--- src/rtl/sad_search_ctrl.sv ---
// Motion-search sequencer: issues one SAD job per candidate block, keeps the
// running minimum SAD and its index, and aborts if the engine stops answering.
module sad_search_ctrl #(
  parameter int NUM_CAND = 16,
  parameter int IDX_W    = 4,
  parameter int SAD_W    = 32,
  parameter int TIMEOUT  = 1024
) (
  input  logic             clk,
  input  logic             rst,
  input  logic             start,
  input  logic             sad_done,
  input  logic [SAD_W-1:0] sad_value,
  output logic             sad_go,
  output logic [IDX_W-1:0] cand_idx,
  output logic [SAD_W-1:0] best_sad,
  output logic [IDX_W-1:0] best_idx,
  output logic             busy,
  output logic             done,
  output logic             timeout_err
);
  localparam int TMR_W = (TIMEOUT > 2) ? $clog2(TIMEOUT) : 1;
  localparam logic [TMR_W-1:0] TMR_LAST = TMR_W'(TIMEOUT - 1);
  localparam logic [IDX_W-1:0] IDX_LAST = IDX_W'(NUM_CAND - 1);

  typedef enum logic [2:0] {IDLE, ISSUE, WAIT, CMP, FIN} state_e;

  state_e           state_q;
  logic [TMR_W-1:0] timer_q;
  logic [SAD_W-1:0] cap_q;
  logic [SAD_W-1:0] best_sad_q;
  logic [IDX_W-1:0] best_idx_q;
  logic [IDX_W-1:0] cand_q;
  logic             busy_q;
  logic             terr_q;

  always_ff @(posedge clk or negedge rst) begin
    if (!rst) begin
      state_q    <= IDLE;
      timer_q    <= '0;
      cap_q      <= '0;
      best_sad_q <= '1;
      best_idx_q <= '0;
      cand_q     <= '0;
      busy_q     <= 1'b0;
      terr_q     <= 1'b0;
    end else begin
      case (state_q)
        IDLE: if (start) begin
          cand_q     <= '0;
          best_sad_q <= '1;
          best_idx_q <= '0;
          terr_q     <= 1'b0;
          busy_q     <= 1'b1;
          state_q    <= ISSUE;
        end
        ISSUE: begin
          timer_q <= '0;
          state_q <= WAIT;
        end
        // A result landing on the last watchdog cycle still counts.
        WAIT: if (sad_done) begin
          cap_q   <= sad_value;
          state_q <= CMP;
        end else if (timer_q == TMR_LAST) begin
          terr_q  <= 1'b1;
          state_q <= FIN;
        end else begin
          timer_q <= timer_q + 1'b1;
        end
        CMP: begin
          if (cap_q < best_sad_q) begin
            best_sad_q <= cap_q;
            best_idx_q <= cand_q;
          end
          if (cand_q == IDX_LAST) begin
            state_q <= FIN;
          end else begin
            cand_q  <= cand_q + 1'b1;
            state_q <= ISSUE;
          end
        end
        FIN: begin
          busy_q  <= 1'b0;
          state_q <= IDLE;
        end
        default: state_q <= IDLE;
      endcase
    end
  end

  // Pulses are decoded from the state register so async reset drops them at once.
  assign sad_go      = (state_q == ISSUE);
  assign done        = (state_q == FIN);
  assign cand_idx    = cand_q;
  assign best_sad    = best_sad_q;
  assign best_idx    = best_idx_q;
  assign busy        = busy_q;
  assign timeout_err = terr_q;
endmodule

--- config.mk ---
export PLATFORM = sky130hd
export DESIGN_NAME = sad_search_ctrl
export DESIGN_NICKNAME = d
export VERILOG_FILES = /design/src/rtl/sad_search_ctrl.sv
export SDC_FILE = /design/constraint.sdc
export NUM_CORES = 1
export LEC_CHECK = 0
export CORE_ASPECT_RATIO = 1.2
export CORE_MARGIN = 2
export CORE_UTILIZATION = 53
export CTS_CLUSTER_DIAMETER = 100
export CTS_CLUSTER_SIZE = 24
export DETAILED_ROUTE_END_ITERATION = 6
export PLACE_DENSITY = 0.78
export SYNTH_ARGS = -nofsm -noshare
export SYNTH_HDL_FRONTEND = slang
export SYNTH_SLANG_ARGS = --single-unit
--- constraint.sdc ---
create_clock -name clk -period 3.3 [get_ports clk]
set_input_delay 0.825 -clock clk [delete_from_list [all_inputs] [get_ports clk]]
set_output_delay 0.825 -clock clk [all_outputs]
set_load 0.02 [all_outputs]
==> impl_metrics.csv <==
group,metric,value,unit
status,outcome,"completed",
grt,grt_pass1_vias,3254,
clock_network,cts.sinks,87,
flow_run,maxCapViolCount,0,
worst_hold_path,worstHoldPathType,"in2async",
sta,rsz0062_at_grt,"no",
sta,period_needed,2.793,ns
routing,drc,0,
synth,ys_seq_area_frac,0.5017,
sta,drv_slew,0,
clock_network,cts_setup_buffers,0,
worst_setup_path,path_class,"reg2out",
grt,grt_max_degree,47,
synth,ys.flop_type,"dfrtp_1",
floorplan,rows,36,
grt,grt.overflow.total,0,
final_layout,fin_nets,545,
placed_design,dp_hpwl,6.794,mm
worst_setup_path,path_buf_inv,1,
sta,tightest_slew,0.6104,ns
clock_network,cts.hold.buffers_added,0,
worst_setup_path,critPathMaxStageDelay,0.67,ns
final_layout,post-route-util,0.6818,
placed_design,gp_congestion,0.8244,
worst_setup_path,crit_path_start_kind,"flop",
routing,ant_nets,0,
worst_setup_path,worstPathArrival,1.97,ns
clock_network,cts.root.buffer_cell,"clkbuf_8",
worst_setup_path,critPathMaxFanout,10,
grt,track_usage,0.2161,
synth,ys_types,51,
synth,synthCells,390,
final_layout,antenna_cells,0,
clock_network,ctsHtreeMaxLevel,3,
sta,clock_skew,0.01190,ns
worst_setup_path,cp.required,2.47,ns
final_layout,final_cell_mix,"clkdlybuf4s50_1 (78), dfrtp_1 (55), nor2_1 (48), inv_1 (36), ha_1 (33)",
clock_network,numCtsBuffers,9,
routing,routed_wl,9.341,mm
sta,slew-limit-headroom,0.5931,
synth,synth_area_per_cell,11.33,um2
worst_setup_path,worstSetupEndpointType,"primary output",
synth,synthesis.nets,459,
sta,setup_viol,0,
sta,timing.fmax,0.3580,GHz
clock_network,tritoncts,"yes",
floorplan,ios,80,
power_and_ir_drop,power-per-cell-area,950.3,nW/um2
floorplan,die_h,104.0,um
power_and_ir_drop,p_leak,0.002628,uW
final_layout,final_common_cell,"clkdlybuf4s50_1",
final_layout,seqCellArea,2217,um2
final_layout,multi_input_area,1997,um2
worst_setup_path,path_cells,"nor3b_1 > clkdlybuf4s50_1",
sta,final_hold_viol_count,0,
synth,ys_async_sr_fraction,1.000,
worst_setup_path,crit_family,"buffers and inverters",
worst_setup_path,reg2reg_slack,0.57,ns
synth,synth_edf_count,0,
worst_setup_path,worstReg2RegStart,"best_sad[7]$_DFFE_PN1P_",
clock_network,cts_resized,0,
routing,drtPass1Iterations,4,
final_layout,syn_to_final_growth,25.08,%
clock_network,clk_path_buf_depth,2,
synth,synth_seq_cells,87,
synth,netlist_area,4419,um2
grt,antenna_found_initial,0,
sta,setup_tns,0,ns
floorplan,die_area,9088,um2
final_layout,fillers,666,
routing,drt_iter0_drc,127,
sta,min_period_over_period,0.8464,
placed_design,io_buffers,79,
worst_setup_path,crit_start,"state_q[0]$_DFFE_PN0P_",
clock_network,clock_latency,0.37,ns
power_and_ir_drop,ir_drop,0.4412,mV
grt,grt_pass1_wl,15.36,mm
clock_network,clk_pin_slew,0.09,ns
final_layout,drive_gt1_frac,0.2079,
floorplan,start_util,0.5451,
synth,yosysWarnings,0,
floorplan,core,8108,um2
floorplan,fp.dieW,87.36,um
worst_setup_path,cp_slowest_cell,"clkdlybuf4s50_1",
routing,wl_per_cell,16.22,um
routing,avgViaCountPerCell,5.503,
routing,vias,3170,
## cell families (layout without fill, tap and decap cells)
group | count (synthesis) | after routing | share of synthesized area
buf+inv | 50 | 141 | 0.04841
fa+ha+maj | 33 | 33 | 0.09343
compound gates | 51 | 51 | 0.07900
mux | 64 | 64 | 0.1543
flops | 87 | 87 | 0.5017
xor+xnor | 8 | 8 | 0.01586
simple gates | 97 | 97 | 0.1073
## worst paths after layout
check / endpoint / cells past startpoint
setup / recovery: sad_go / 2
hold / removal: cap_q[4]$_DFFE_PN0P_ / 1
setup reg to reg: best_sad[16]$_DFFE_PN1P_ / 9
hold reg to reg: best_sad[7]$_DFFE_PN1P_ / 2
max in group asynchronous: best_sad[7]$_DFFE_PN1P_ / 2
min in group clk: best_sad[7]$_DFFE_PN1P_ / 2
## worst reg2reg max path, cell delays in order (launching register included)
cell and delay (ns):
dfstp_2 0.54, inv_1 0.05, ha_1 0.30, a21oi_1 0.15, o21ai_0 0.12, a221oi_1 0.50
a2111oi_4 0.18, nor2_4 0.26, buf_4 0.32, mux2i_1 0.25
## metrics by stage
stage	std cells	instance area (um2)	hold slack [ns]	setup WS [ns]	power, uW
floorplan	390	4419	0.4976	0.7966	3632
global placement	560	5344	0.4806	0.5481	4498
detailed placement	560	5344	0.4907	0.4775	4590
CTS	576	5528	0.4811	0.4736	5300
global route	576	5528	0.5054	0.3698	5633
finish	576	5528	0.4589	0.5070	5253
## state kept, by name (all words and copies together), names as in the netlist
register / count
cap_q: 32
best_sad: 32
cand_idx: 4
best_idx: 4
timer_q: 10
timeout_err: 1
busy: 1
state_q: 3
## report_power, final
group / total [uW] / switching [uW] / internal [uW]
registers: 2010 / 366 / 1650
logic: 2540 / 1330 / 1210
clock network: 699 / 387 / 312
total: 5250 / 2080 / 3170
## cell type report
| cell class | count | area share |
|---|---|---|
| clock buffer | 11 | 0.02739 |
| tap | 95 | 0.02150 |
| inverter | 36 | 0.02445 |
| multi-input combinational | 253 | 0.3613 |
| timing repair buffer | 89 | 0.1584 |
| clock inverter | 5 | 0.005885 |
| sequential | 87 | 0.4011 |
## metal layers
layer | GRT usage | part of all wire
met3 | 0.03175 | 0.031
met5 | 0 | 0
met1 | 0.2806 | 0.43
met2 | 0.3561 | 0.52
met4 | 0.09121 | 0.019
## synthesized netlist by cell type (2+ instances only)
cell type   n  area, um2
buf_6       3      33.78
xnor2_1     2      17.52
and2_1      2      12.51
o21a_1      3      22.52
nor4b_2     2      30.03
o21ai_0    10      50.05
or3_1       2      12.51
nand4_1     6      37.54
buf_2       3      15.01
a31oi_1     2      12.51
mux2i_1    31      310.3
a21oi_1    18      90.09
dfrtp_1    55       1376
ha_1       33      412.9
nand3_1     8      40.04
nand2_1    14      52.55
nor3_1      4      20.02
xor2_1      6      52.55
dfstp_2    32      840.8
nor2_1     48      180.2
clkbuf_1    8      30.03
a31o_2      3      26.28
mux2_2     32      360.4
inv_1      36      135.1
No activity file was read; power rests on OpenSTA's default activity.
